[config.mk]
export PLATFORM = sky130hd
export DESIGN_NAME = ram_sdp_param
export DESIGN_NICKNAME = d
export VERILOG_FILES = /design/src/rtl/ram_sdp_param.sv
export SDC_FILE = /design/constraint.sdc
export NUM_CORES = 1
export LEC_CHECK = 0
export ABC_AREA = 1
export BUFFER_PORTS_ARGS = -buffer_cell sky130_fd_sc_hd__buf_2
export CORE_AREA = 2 2 223 225
export DETAILED_ROUTE_END_ITERATION = 7
export DIE_AREA = 0 0 225 227
export SETUP_SLACK_MARGIN = 0.3
export SYNTH_ARGS = -nofsm -noshare
export SYNTH_HDL_FRONTEND = slang
export SYNTH_SLANG_ARGS = --single-unit
[constraint.sdc]
create_clock -name clk -period 5.2 [get_ports clk]
set_input_delay 0.26 -clock clk [delete_from_list [all_inputs] [get_ports clk]]
set_output_delay 0.26 -clock clk [all_outputs]
set_load 0.02 [all_outputs]
[src/rtl/ram_sdp_param.sv]
// Simple dual-port RAM with byte-enable writes, a power-on/on-demand clear walker,
// selectable read/write collision behaviour and an optional extra output register.
module ram_sdp_param #(
  parameter int unsigned DATA_W  = 8,
  parameter int unsigned ADDR_W  = 6,
  parameter int unsigned RD_MODE = 0,
  parameter int unsigned OUT_REG = 0
) (
  input  logic                  clk,
  input  logic                  rst,
  input  logic                  we,
  input  logic [DATA_W/8-1:0]   be,
  input  logic [ADDR_W-1:0]     write_addr,
  input  logic [DATA_W-1:0]     data,
  input  logic                  re,
  input  logic [ADDR_W-1:0]     read_addr,
  input  logic                  clr,
  output logic [DATA_W-1:0]     q,
  output logic                  q_valid,
  output logic                  busy
);

  localparam int unsigned NB    = DATA_W / 8;
  localparam int unsigned DEPTH = 2 ** ADDR_W;

  typedef enum logic {
    CLEAR = 1'b0,
    READY = 1'b1
  } state_e;

  state_e              state_q, state_d;
  logic [ADDR_W-1:0]   cnt_q, cnt_d;
  logic                busy_q, busy_d;
  logic [DATA_W-1:0]   q_q;
  logic                q_valid_q;
  logic [DATA_W-1:0]   mem [DEPTH];

  logic                wr_fire;
  logic                rd_fire;
  logic [DATA_W-1:0]   rd_old;
  logic [DATA_W-1:0]   rd_merged;
  logic [DATA_W-1:0]   rd_word;

  // Clear walker: next state and counter
  always_comb begin
    state_d = state_q;
    cnt_d   = cnt_q;
    busy_d  = busy_q;
    case (state_q)
      CLEAR: begin
        if (clr) begin
          cnt_d = '0;
        end else if (cnt_q == '1) begin
          state_d = READY;
          cnt_d   = '0;
        end else begin
          cnt_d = cnt_q + ADDR_W'(1);
        end
      end
      READY: begin
        if (clr) begin
          state_d = CLEAR;
          cnt_d   = '0;
        end
      end
      default: begin
        state_d = CLEAR;
        cnt_d   = '0;
      end
    endcase
    busy_d = (state_d == CLEAR);
  end

  always_ff @(posedge clk) begin
    if (rst) begin
      state_q <= CLEAR;
      cnt_q   <= '0;
      busy_q  <= 1'b1;
    end else begin
      state_q <= state_d;
      cnt_q   <= cnt_d;
      busy_q  <= busy_d;
    end
  end

  assign wr_fire = (state_q == READY) && we && !rst;
  assign rd_fire = (state_q == READY) && re && !rst;

  // Array: the walker owns the write port while clearing
  always_ff @(posedge clk) begin
    if (state_q == CLEAR) begin
      mem[cnt_q] <= '0;
    end else if (wr_fire) begin
      for (int unsigned b = 0; b < NB; b++) begin
        if (be[b]) mem[write_addr][8*b +: 8] <= data[8*b +: 8];
      end
    end
  end

  assign rd_old = mem[read_addr];

  // Word as it will look after this cycle's write lands
  always_comb begin
    rd_merged = rd_old;
    for (int unsigned b = 0; b < NB; b++) begin
      if (be[b]) rd_merged[8*b +: 8] = data[8*b +: 8];
    end
  end

  assign rd_word = ((RD_MODE != 0) && we && (write_addr == read_addr)) ? rd_merged : rd_old;

  generate
    if (OUT_REG != 0) begin : g_out_reg
      logic [DATA_W-1:0] s1_data_q;
      logic              s1_valid_q;

      always_ff @(posedge clk) begin
        if (rst) begin
          s1_data_q  <= '0;
          s1_valid_q <= 1'b0;
          q_q        <= '0;
          q_valid_q  <= 1'b0;
        end else begin
          s1_valid_q <= rd_fire;
          if (rd_fire) s1_data_q <= rd_word;
          q_valid_q  <= s1_valid_q;
          if (s1_valid_q) q_q <= s1_data_q;
        end
      end
    end else begin : g_no_out_reg
      always_ff @(posedge clk) begin
        if (rst) begin
          q_q       <= '0;
          q_valid_q <= 1'b0;
        end else begin
          q_valid_q <= rd_fire;
          if (rd_fire) q_q <= rd_word;
        end
      end
    end
  endgenerate

  assign q       = q_q;
  assign q_valid = q_valid_q;
  assign busy    = busy_q;

endmodule
---- Word level (Yosys, flattened, before mapping) ----
Memory sizes are Yosys's and may differ from the RTL's. A register that Yosys moved wholly into a read port is not among the register bits.
Cells that the tools add are included.
word-level totals
  register bits ........................... 9
  memory bits (writable) .................. 512
  input port bits ......................... 26
  output and inout bits ................... 10
  memories ................................ 1
memories
  name  depth  bits a word  read ports  clocked after Yosys merged registers in  write ports  RTL line  source
  mem   64     8            1           1                                        1            36        logic [DATA_W-1:0] mem [DEPTH];
cells by class
  add/subtract/negate cells ............... 1
  equality and inequality tests ........... 2
  mux-type cells .......................... 16
  bitwise gates (word level) .............. 2
  reduce and logical (&&, ||, !) cells .... 6
operators with widths
  cell                                                           number
  6-bit 2-to-1 mux                                               4
  6-bit case mux with 2 select lines                             1
  1-bit 2-to-1 mux                                               9
  8-bit 2-to-1 mux                                               1
  8-bit OR reduction                                             1
  6-bit by 1-bit adder with 6-bit output, second input constant  1
  6-bit == test, second input constant                           1
  1-bit logical AND                                              4
  2-bit != test, second input constant                           1
  1-bit inverter                                                 2
  1-bit case mux with 2 select lines                             1
  1-bit zero test                                                1

---- Longest topological paths before layout ----
Gate-level depths: netlist of the first run.
  word-level depth ........................ 7
  gate-level depth with buffers ........... 14
  mapped depth without buffers ............ 11

---- Worst setup path before layout of the first run ----
OpenSTA, ideal clock, no wires.
  kind .................................... reg-to-reg
  start ................................... register state_q
  end ..................................... memory mem[0][0] (data pin)
  library setup time ...................... 0.500 ns
  arrival ................................. 2.315 ns
  data required time ...................... 4.700 ns
  slack ................................... 2.385 ns
  stages on the path, launching flop included .. 6
  path buffers ............................ 1
  path through ............................ dfxtp_1 inv_2 nor2_1 nand3_2 clkbuf_1 nor2_1
between the ends
  longest elaborated chain between the ends .. 7
RTL lines
  what                                      RTL line  source
  start, declared                           31        state_e state_q, state_d;
  start signal, assigned                    80        state_q <= state_d;
  1-bit logical AND (2 in series)           86        assign wr_fire = (state_q == READY) && we && !rst;
  1-bit 2-to-1 mux                          93        end else if (wr_fire) begin
  1-bit 2-to-1 mux *                        91        if (state_q == CLEAR) begin
  1-bit 2-to-1 mux (not written as such) *  95        if (be[b]) mem[write_addr][8*b +: 8] <= data[8*b +: 8];
  8-bit OR reduction (no source line) *     -
  8-bit 2-to-1 mux (no source line) *       -
  end, declared                             36
Every way passes the cells marked *; elsewhere a longest branch is shown, timed or not.

---- Worst setup path after layout of the first run ----
  start ................................... input rst
  end ..................................... memory mem[14][7] (enable)
between the ends
  longest elaborated chain between the ends .. 7
  elaborated cells between the ends (all ways) .. 8
  classes of those cells .................. mux (5); reduce/logical (3)
RTL lines
  what                                                                          RTL line  source
  start, declared                                                               10        input logic rst,
  1-bit zero test *                                                             86
  1-bit logical AND *                                                           86
  1-bit 2-to-1 mux *                                                            93
  1-bit 2-to-1 mux *                                                            91
  1-bit 2-to-1 mux (not written as such) *                                      95
  8-bit OR reduction (no source line)                                           -
  6-bit 2-to-1 mux (no source line) / 1-bit 2-to-1 mux (equally long branches)  -
Marked as above.

==> results.json, run 1 <==
{
  "die-height_um": 227,
  "count_of_buffer_and_inverter_cells_on_the_critical_path": 2,
  "slew_viol_final": 0,
  "timing.critical_path.to_type": "flip-flop",
  "clock.fmax_mhz": 258,
  "p_comb_frac": 0.045,
  "postLayoutCoreUtil": 0.496,
  "power.density_nw_per_um2": 359,
  "via_per_inst": 5.54,
  "detailroute.via_count": 14300,
  "root_buffer": "clkbuf_16",
  "static-leakage-power_nw": 9.13,
  "placement.io_buffers": 35,
  "cp_slowest_cell": "nor2_1",
  "detailedRoute.firstPassIterationCount": 6,
  "critPathMostFrequentCell": "nor2_1",
  "cts.reportedPaths.clkPinSlew_ps": 60,
  "cap_viol_max_count": 0,
  "worst_ir_drop_vdd_mv": 0.332,
  "ios": 36,
  "worst-slew-pin-transition_ps": 1080,
  "number_of_buffers_inserted_by_post_cts_setup_repair": 0,
  "synth_ff_type": "edfxtp_1",
  "hold_path_startpoint": "clr",
  "critPathArrivalTime_ps": 4080,
  "cts_max_path_buffers": 3,
  "post_synth_most_frequent_cells": "684 x nand2_1, 512 x edfxtp_1, 448 x nand3_1",
  "drt-initial-drc-count": 1510,
  "design.final.nets": 1944,
  "filler_cells_inserted": 4299,
  "cellInternalPower_mw": 6.77,
  "final.min_clock_period_ps": 3870,
  "area.growth.synth_to_final_pct": 11.3,
  "net-switching-power_mw": 1.85,
  "synthesis.area_per_instance_um2": 11.3,
  "family_of_cells_with_the_greatest_summed_delay_on_the_critical_path": "simple AND/OR/NAND/NOR gates",
  "ys_seq_area_frac": 0.727,
  "timing.rr.start": "state_q$_SDFF_PP0_",
  "antenna-diode-count": 0,
  "grt_use_met3": 0.0356,
  "yosysUniqueCellTypes": 24,
  "synth-edff-count": 512,
  "fin_setup_tns_ps": 0,
  "holdCritPathClass": "input pin to flip-flop",
  "clkSinkCount": 529,
  "finalClockSkew_ps": 9.43,
  "path_class": "input pin to flip-flop",
  "drt_drc_violations_left": 0,
  "clkLatencyLatePin_ps": 580,
  "stage_delay_of_the_slowest_cell_on_the_critical_path_ps": 900,
  "timing.slew.headroom": 0.277,
  "use_met2": 0.348,
  "cp-startpoint": "rst",
  "number_of_global_route_vias_before_repair": 13700,
  "run_status": "finished, final reports clean",
  "finalSetupViolations": 0,
  "timing.final.crit_share": 0.745,
  "detail_route.wirelength_mm": 54.8,
  "worst_setup_path_start_kind": "input pin",
  "synthCells": 1912,
  "core_area_um2": 48500,
  "synth.most_common_cell": "nand2_1",
  "maximum_number_of_pins_on_one_net_before_global_route_repair": 143,
  "grt_antenna_before_repair": 1,
  "cts_htree_levels": 2,
  "gr_layer_usage_met1": 0.300,
  "rsz0062_at_grt": "no",
  "finalHoldViolCount": 0,
  "yosys.area.top_type_share": 0.711,
  "grt-ovfl-total": 0,
  "hold_buf_count_cts": 1,
  "dp.final_hpwl_mm": 32.0,
  "post_synthesis_register_bit_count": 529,
  "core.rowCount": 81,
  "p_sw_frac": 0.215,
  "globalplace.congestion": 0.869,
  "drive_above_1_share": 0.0787,
  "cts_buffers": 52,
  "netlist.top_cell.by_area": "edfxtp_1",
  "yosysWarningCount": 0,
  "syn-num-nets": 1939,
  "share_seq_of_total_power": 0.535,
  "tritoncts": "built",
  "netlist_area_um2": 21600,
  "first_pass_grt_wire_length_mm": 82.0,
  "netlist_top_cells_area": "edfxtp_1 71%, nand2_1 12%, nand3_1 10%",
  "route.detailed.wl_per_inst_um": 21.2,
  "critical_path_peak_fanout": 21,
  "post_cts_resized": 0,
  "power.clock.fraction": 0.420,
  "busiest_grt_layer": "met2",
  "data_required_time_at_the_worst_endpoint_ps": 5410,
  "die_area_um2": 51100,
  "crit_path_cell_trace": "dlygate4sd3_1 -> buf_2 -> nor2_1 -> nand3_2 -> o21ai_2 -> nand4_1 -> nor2_1",
  "total_power_mw": 8.63,
  "antenna_violating_nets_post_route": 0,
  "async_reset_ff_frac": 0,
  "start_util": 0.445,
  "grtUsageTotal": 0.216,
  "die_width_um": 225
}
## stage by stage
step	hold slack (ps)	std cells	worst slack [ps]	cell area [um^2]
floorplan	329	1912	2390	21600
global placement	459	2484	1510	22400
detailed placement	460	2484	1370	22400
CTS	5.43	2580	1370	24100
global route	47.3	2580	1120	24100
finish	39.4	2580	1330	24100
## worst min-delay path: cells and delay by family
family	cells	cell delay, ps
and+or+nand+nor	2	150
buffers and inverters	1	110
AOI/OAI and AO/OA	1	50
## cell families after synthesis
| group | share of synthesized area |
|---|---|
| AND/OR/NAND/NOR | 0.241 |
| flip-flops | 0.727 |
| buffers and inverters | 0.0270 |
| AO/OA/AOI/OAI | 0.00469 |
| XOR/XNOR | 0.000405 |
| adder cells (fa/ha/maj) | 0.000579 |
## path summary, 6_finish.rpt
kind / to / slack, ps / depth (start not counted)
max: mem[14][7]$_DFFE_PP_ / 1330 / 7
min: cnt_q[2]$_SDFFE_PP0P_ / 40 / 4
max reg2reg: mem[14][7]$_DFFE_PP_ / 1330 / 6
min reg2reg: q[5]$_SDFFE_PP0P_ / 470 / 2
## layout make-up
class                      count  area [um^2]  area share
timing repair buffer          63          434      0.0180
multi-input combinational   1240         5380       0.224
clock inverter                31          254      0.0106
clock buffer                  64         1370      0.0568
tap                          622          778      0.0324
inverter                      31          124     0.00515
sequential                   529        15700       0.653
## registers in the layout, summed over array words and instances, names as in the netlist
register  flops
busy          1
cnt_q         6
mem         512
q             8
q_valid       1
state_q       1
## layer usage
layer	wire (um)	part of all wire
met4	1780	0.032
met1	23600	0.43
met5	13	0.00024
met2	25600	0.47
met3	3730	0.068
## layout by cell type (no fill, tap or decap)
master	instances
o21ai_0	4
clkbuf_1	11
buf_12	3
inv_1	22
ha_1	1
clkinv_2	8
nand3_1	448
a21oi_1	3
o21ai_2	3
buf_2	33
nand2_1	684
buf_4	25
inv_6	1
nor2_4	8
nor4_1	8
clkbuf_16	53
edfxtp_1	512
bufinv_16	4
o211ai_1	1
a221oi_1	2
dfxtp_1	17
nor3_1	1
xor2_1	1
clkinv_1	14
nor2_1	63
nand4_1	8
inv_4	1
inv_2	6
dlygate4sd3_1	1
clkinvlp_4	6
nand3_2	2
o21ai_1	3
buf_6	1
## power groups by stage
stage          Sequential [mW]  Combinational [mW]  Clock (mW)
2_1_floorplan             4.71               0.257           0
3_3_place_gp              4.71               0.378           0
3_5_place_dp              4.71               0.381           0
4_1_cts                   4.62               0.382        3.67
5_1_grt                   4.62               0.422        3.83
6_report                  4.62               0.385        3.62
No activity file was read; power rests on OpenSTA's default activity.
==> run 2: changes to the inputs <==
--- a/config.mk
+++ b/config.mk
@@ -5,11 +5,11 @@
 export SDC_FILE = /design/constraint.sdc
 export NUM_CORES = 1
 export LEC_CHECK = 0
-export ABC_AREA = 1
+export ABC_AREA = 0
 export BUFFER_PORTS_ARGS = -buffer_cell sky130_fd_sc_hd__buf_2
-export CORE_AREA = 2 2 223 225
+export CORE_AREA = 2 2 218 220
 export DETAILED_ROUTE_END_ITERATION = 7
-export DIE_AREA = 0 0 225 227
+export DIE_AREA = 0 0 220 222
 export SETUP_SLACK_MARGIN = 0.3
 export SYNTH_ARGS = -nofsm -noshare
 export SYNTH_HDL_FRONTEND = slang
==> constraint.sdc (replaced) <==
create_clock -name clk -period 3.95 [get_ports clk]
set_input_delay 0.1975 -clock clk [delete_from_list [all_inputs] [get_ports clk]]
set_output_delay 0.1975 -clock clk [all_outputs]
set_load 0.02 [all_outputs]
==> run 2 against run 1 <==
- global-route usage fell by 0.74 points
- via count fell by 29%
- power rose by 30%
- flip-flop and latch count did not move
- core utilization rose by 0.43 points
- die area fell by 4.4%
- clock power rose by 33%
- hold slack improved by 68 ps
- wire length fell by 9.4%
- clock skew rose by 6.7 ps
- largest power group unchanged
==> results.json, run 2 <==
{
  "run_status": "finished, final reports clean",
  "holdCritPathClass": "input pin to flip-flop",
  "cap_viol_max_count": 0,
  "timing.critical_path.to_type": "flip-flop",
  "layout_commonest_cell": "edfxtp_1",
  "hold_buf_count_cts": 3,
  "static-leakage-power_nw": 8.18,
  "area.growth.synth_to_final_pct": 11.8,
  "die-height_um": 222,
  "drive_above_1_share": 0.230,
  "fin_hold_ws_ps": 108,
  "synth_ff_type": "edfxtp_1",
  "drt_drc_violations_left": 0,
  "critical_path_peak_fanout": 18,
  "post_synthesis_register_bit_count": 529,
  "number_of_global_route_vias_before_repair": 10100,
  "synthesis.area_per_instance_um2": 20.3,
  "async_reset_ff_frac": 0,
  "start_util": 0.447,
  "rsz0062_at_grt": "no",
  "timing.hold.worst_endpoint": "q[3]$_SDFFE_PP0P_",
  "core_area_um2": 46300,
  "total_power_mw": 11.2,
  "top_register": "mem",
  "data_required_time_at_the_worst_endpoint_ps": 4190,
  "synth_top_family_by_area": "multiplexers",
  "post_synth_most_frequent_cells": "512 x edfxtp_1, 128 x mux4_2, 91 x nor2_1",
  "timing.rr.start": "state_q$_SDFF_PP0_",
  "detail_route.wirelength_mm": 49.6,
  "cellInternalPower_mw": 8.87,
  "multi_input_area_um2": 4640,
  "synth-edff-count": 512,
  "count_of_buffer_and_inverter_cells_on_the_critical_path": 0,
  "number_of_buffers_inserted_by_post_cts_setup_repair": 0,
  "via_per_inst": 5.93,
  "clkLatencyLatePin_ps": 610,
  "drt-initial-drc-count": 1062,
  "sequential_cell_area_um2": 15700,
  "mostFrequentLayoutCells": "512 x edfxtp_1, 128 x mux4_2, 91 x nor2_1",
  "family_of_cells_with_the_greatest_summed_delay_on_the_critical_path": "simple AND/OR/NAND/NOR gates",
  "critPathArrivalTime_ps": 3660,
  "net-switching-power_mw": 2.32,
  "yosysUniqueCellTypes": 42,
  "design.final.nets": 1102,
  "detailroute.via_count": 10200,
  "netlist.top_cell.by_area": "edfxtp_1",
  "power.density_nw_per_um2": 484,
  "grt-ovfl-total": 0,
  "core.rowCount": 79,
  "cp_slowest_cell": "nor2_1",
  "yosys.area.top_type_share": 0.743,
  "netlist_top_cells_area": "edfxtp_1 74%, mux4_2 14%, nor2_1 1.7%",
  "stage_delay_of_the_slowest_cell_on_the_critical_path_ps": 700,
  "yosys.area_share.xor_xnor": 0.000847,
  "clock.fmax_mhz": 292,
  "cts_htree_levels": 2,
  "number_of_flip_flops_in_the_largest_register": 512,
  "filler_cells_inserted": 3726,
  "hold_path_startpoint": "read_addr[4]",
  "finalClockSkew_ps": 16.1,
  "synthesized_area_fraction_occupied_by_ao_oa_aoi_and_oai_cells": 0.0284,
  "hold_depth": 3,
  "grt_antenna_before_repair": 1,
  "worst_setup_path_start_kind": "flip-flop",
  "crit_path_cell_trace": "and4b_1 -> mux2i_1 -> nand2_1 -> nor2_1",
  "p_sw_frac": 0.207,
  "first_pass_grt_wire_length_mm": 72.0,
  "cts_buffers": 53,
  "synth-adder-area-share": 0.000605,
  "globalplace.congestion": 0.843,
  "route.detailed.wl_per_inst_um": 28.8,
  "timing.reg2reg.setup_slack_ps": 530,
  "ios": 36,
  "cts.reportedPaths.clkPinSlew_ps": 60,
  "finalSetupViolations": 0,
  "slew_viol_final": 0,
  "clkSinkCount": 529,
  "yosysWarningCount": 0,
  "timing.final.crit_share": 0.866,
  "detailedRoute.firstPassIterationCount": 5,
  "antenna_violating_nets_post_route": 0,
  "die_width_um": 220,
  "final.min_clock_period_ps": 3420,
  "cts_max_path_buffers": 3,
  "synthCells": 1017,
  "synth.most_common_cell": "edfxtp_1",
  "yosys-mux-area-fraction": 0.152,
  "synth-simple-area-share": 0.0413,
  "placement.io_buffers": 35,
  "postLayoutCoreUtil": 0.500,
  "p_comb_frac": 0.027,
  "share_seq_of_total_power": 0.543,
  "worst-slew-pin-transition_ps": 1000,
  "power.clock.fraction": 0.430,
  "maximum_number_of_pins_on_one_net_before_global_route_repair": 65,
  "ys_seq_area_frac": 0.760,
  "timing.slew.headroom": 0.331,
  "grtUsageTotal": 0.209,
  "worst_ir_drop_vdd_mv": 0.346,
  "finalHoldViolCount": 0,
  "cells_on_worst_reg2reg_path": 4,
  "crit-reg2reg-capture": "mem[31][6]$_DFFE_PP_",
  "post_cts_resized": 0,
  "dp.final_hpwl_mm": 30.3,
  "path_class": "flip-flop to flip-flop",
  "root_buffer": "clkbuf_16",
  "netlist_area_um2": 20700,
  "die_area_um2": 48800,
  "fin_setup_tns_ps": 0,
  "tritoncts": "built",
  "syn-num-nets": 1044
}
## run 2: logic make-up (layout without fill, tap and decap cells)
family,Yosys count,in the layout
and+or+nand+nor,188,188
buffers and inverters,51,150
adders and majority gates,1,1
DFF,529,529
xor gates and xnor gates,2,2
muxes,155,155
other,0,1
AOI/OAI and AO/OA,91,91
## run 2: worst max-delay path by stage
stage / from / end / slack, ps / cells past startpoint
after floorplan: state_q$_SDFF_PP0_ / mem[0][0]$_DFFE_PP_ / 1750 / 4
after global placement: state_q$_SDFF_PP0_ / mem[29][4]$_DFFE_PP_ / 690 / 4
after detailed placement: state_q$_SDFF_PP0_ / mem[31][3]$_DFFE_PP_ / 580 / 4
after CTS: state_q$_SDFF_PP0_ / mem[31][4]$_DFFE_PP_ / 600 / 4
after global routing: state_q$_SDFF_PP0_ / mem[31][6]$_DFFE_PP_ / 330 / 4
final: state_q$_SDFF_PP0_ / mem[31][6]$_DFFE_PP_ / 530 / 4
## run 2: through the flow
step / area (um^2) / worst slack, ps / cells
5_1_grt: 23100 / 327 / 1724
4_1_cts: 23100 / 596 / 1723
6_report: 23100 / 530 / 1724
3_5_place_dp: 21500 / 578 / 1624
3_3_place_gp: 21500 / 695 / 1624
2_1_floorplan: 20700 / 1750 / 1017
## run 2: layout make-up
class,count,area share
Tap cell,607,0.0328
Timing Repair Buffer,51,0.0154
Sequential cell,529,0.680
Clock buffer,65,0.0593
Clock inverter,31,0.0115
Multi-Input combinational cell,437,0.201
Antenna cell,1,0.000108
Inverter,3,0.000487
## run 2: power by group through the flow
stage | combinational, mW | sequential, mW | clock, mW
floorplan | 0.222 | 6.19 | 0
global placement | 0.301 | 6.20 | 0
detailed placement | 0.306 | 6.19 | 0
CTS | 0.308 | 6.08 | 4.90
global route | 0.326 | 6.07 | 5.12
finish | 0.306 | 6.08 | 4.81
## run 2: worst min-delay path, cell delays in order
cell     delay [ps]
buf_2           220
o21ai_1         170
nand3_1          70
## run 2: per-layer routing
| layer | global-route usage | wire length (um) | up-vias |
|---|---|---|---|
| met3 | 0.0660 | 4680 | 92 |
| met2 | 0.305 | 22700 | 462 |
| met1 | 0.302 | 20900 | 5341 |
| li1 | - | - | 4325 |
| met5 | 0 | 0 | - |
| met4 | 0.0615 | 1310 | 0 |
==> run 3: changes to the inputs <==
--- a/config.mk
+++ b/config.mk
@@ -11,6 +11,7 @@
 export DETAILED_ROUTE_END_ITERATION = 7
 export DIE_AREA = 0 0 220 222
 export SETUP_SLACK_MARGIN = 0.3
+export SKIP_CTS_REPAIR_TIMING = 1
 export SYNTH_ARGS = -nofsm -noshare
 export SYNTH_HDL_FRONTEND = slang
 export SYNTH_SLANG_ARGS = --single-unit
==> constraint.sdc (replaced) <==
create_clock -name clk -period 3.5 [get_ports clk]
set_input_delay 0.175 -clock clk [delete_from_list [all_inputs] [get_ports clk]]
set_output_delay 0.175 -clock clk [all_outputs]
set_load 0.02 [all_outputs]
==> run 3 against run 2 <==
- largest power group unchanged
- fmax rose by 12%
- first-iteration DRC count unchanged
- critical path depth did not move
- clock power is 10% higher
- worst setup slack worse by 73 ps
- global-route usage hardly changed
- via count grew 2.1%
- core utilization is 1.2 points higher
- sequential share of layout area fell by 1.7 points
- critical path type unchanged
- final area rose by 2.5%
- non-clock buffer count is 74 higher
- critical endpoint is now mem[40][1]$_DFFE_PP_
==> results.json, run 3 (synthesis gave the netlist of run 2 again) <==
{
  "area.growth.synth_to_final_pct": 14.6,
  "layout_commonest_cell": "edfxtp_1",
  "total_power_mw": 12.5,
  "first_pass_grt_wire_length_mm": 72.6,
  "finalClockSkew_ps": 17.0,
  "maximum_number_of_pins_on_one_net_before_global_route_repair": 65,
  "filler_cells_inserted": 3699,
  "data_required_time_at_the_worst_endpoint_ps": 3730,
  "grtUsageTotal": 0.209,
  "cts.reportedPaths.clkPinSlew_ps": 60,
  "worst-slew-pin-transition_ps": 941,
  "place_worst_setup_slack_ps": 496,
  "finalSetupViolations": 0,
  "count_of_buffer_and_inverter_cells_on_the_critical_path": 0,
  "antenna-diode-count": 0,
  "final_area_um2": 23700,
  "run_status": "finished, final reports clean",
  "crit_path_cell_trace": "nand4b_1 -> o22ai_1 -> nand2_1 -> nor2_1",
  "placement.io_buffers": 35,
  "detailroute.via_count": 10400,
  "static-leakage-power_nw": 8.57,
  "mostFrequentLayoutCells": "512 x edfxtp_1, 128 x mux4_2, 89 x nor2_1",
  "stage_delay_of_the_slowest_cell_on_the_critical_path_ps": 680,
  "worst_ir_drop_vdd_mv": 0.428,
  "clkSinkCount": 529,
  "core_area_um2": 46300,
  "route.detailed.wl_per_inst_um": 27.5,
  "power.density_nw_per_um2": 528,
  "p_comb_frac": 0.029,
  "dp.final_hpwl_mm": 31.1,
  "family_of_cells_with_the_greatest_summed_delay_on_the_critical_path": "simple AND/OR/NAND/NOR gates",
  "globalplace.congestion": 0.828,
  "place_area_um2": 22100,
  "worst_setup_path_start_kind": "flip-flop",
  "antenna_violating_nets_post_route": 0,
  "cellInternalPower_mw": 9.99,
  "root_buffer": "clkbuf_16",
  "share_seq_of_total_power": 0.548,
  "final.min_clock_period_ps": 3040,
  "cp_slowest_cell": "nor2_1",
  "critical_path_peak_fanout": 15,
  "slew_viol_final": 0,
  "holdCritPathClass": "input pin to flip-flop",
  "tritoncts": "built",
  "detailedRoute.firstPassIterationCount": 5,
  "worstSetupPathDepth": 4,
  "power.clock.fraction": 0.424,
  "rsz0062_at_grt": "yes",
  "number_of_global_route_vias_before_repair": 10400,
  "detail_route.wirelength_mm": 49.4,
  "die_area_um2": 48800,
  "drive_above_1_share": 0.283,
  "hold_depth": 3,
  "ios": 36,
  "grt-ovfl-total": 0,
  "cts_max_path_buffers": 3,
  "timing.final.crit_share": 0.869,
  "clkLatencyLatePin_ps": 600,
  "start_util": 0.447,
  "core.rowCount": 79,
  "timing.critical_path.to_type": "flip-flop",
  "via_per_inst": 5.80,
  "drt-initial-drc-count": 1062,
  "die_width_um": 220,
  "p_sw_frac": 0.202,
  "finalHoldViolCount": 0,
  "cap_viol_max_count": 0,
  "cts_buffers": 52,
  "design.final.nets": 1175,
  "grt_antenna_before_repair": 1,
  "number_of_flip_flops_in_the_largest_register": 512,
  "clock.fmax_mhz": 329,
  "path_class": "flip-flop to flip-flop",
  "critPathArrivalTime_ps": 3270,
  "final_worst_setup_slack_ps": 457,
  "drt_drc_violations_left": 0,
  "cells_on_worst_reg2reg_path": 4,
  "top_register": "mem",
  "timing.slew.headroom": 0.370,
  "cts_htree_levels": 2,
  "die-height_um": 222,
  "net-switching-power_mw": 2.52,
  "fin_setup_tns_ps": 0
}
run 3: cell types whose count changed in the layout (fill, tap and decap cells not counted), sizes merged:
cell	change
dlygate4sd3	-1
diode	-1
clkinv	-1
inv	-1
buf	+75
clkinvlp	+1
clkbuf	+1
run 3: worst min-delay path, stage by stage:
cell and delay [ps]:
buf_2 140, or2_2 190, nor2_1 60
run 3: stage by stage:
stage                     utilization  std cells  hold WS, ps
after floorplan                     -       1017          281
after global placement          0.477       1699          397
after detailed placement        0.477       1699          402
after CTS                       0.512       1795         -223
after global routing            0.512       1797         25.0
final                           0.512       1797         21.7
run 3: path summary, 6_finish.rpt:
kind,startpoint,endpoint,slack [ps]
setup reg to reg,state_q$_SDFF_PP0_,mem[40][1]$_DFFE_PP_,460
setup / recovery,state_q$_SDFF_PP0_,mem[40][1]$_DFFE_PP_,460
hold / removal,rst,cnt_q[2]$_SDFFE_PP0P_,20
hold reg to reg,q[3]$_SDFFE_PP0P_,q[3]$_SDFFE_PP0P_,510
run 3: final cells by class:
type / count / area [um^2] / share of cell area
Tap cell: 607 / 759 / 0.0320
Clock buffer: 66 / 1380 / 0.0580
Clock inverter: 30 / 224 / 0.00945
Multi-Input combinational cell: 437 / 4640 / 0.196
Timing Repair Buffer: 125 / 971 / 0.0410
Inverter: 3 / 11.3 / 0.000475
Sequential cell: 529 / 15700 / 0.663
run 3: power by group through the flow:
stage                     sequential [mW]  clock (mW)  combinational (mW)
final                                6.85        5.30               0.359
after global routing                 6.85        5.64               0.382
after CTS                            6.85        5.40               0.361
after detailed placement             6.99           0               0.360
after global placement               6.99           0               0.356
after floorplan                      6.99           0               0.251
run 3: per-layer routing:
layer	track usage	wire length, um	vias to the layer above	part of all wire
met5	0	0	-	0
met4	0.0645	1190	0	0.024
met3	0.0412	3320	70	0.067
met2	0.312	23100	396	0.47
met1	0.312	21800	5509	0.44
li1	-	-	4455	-
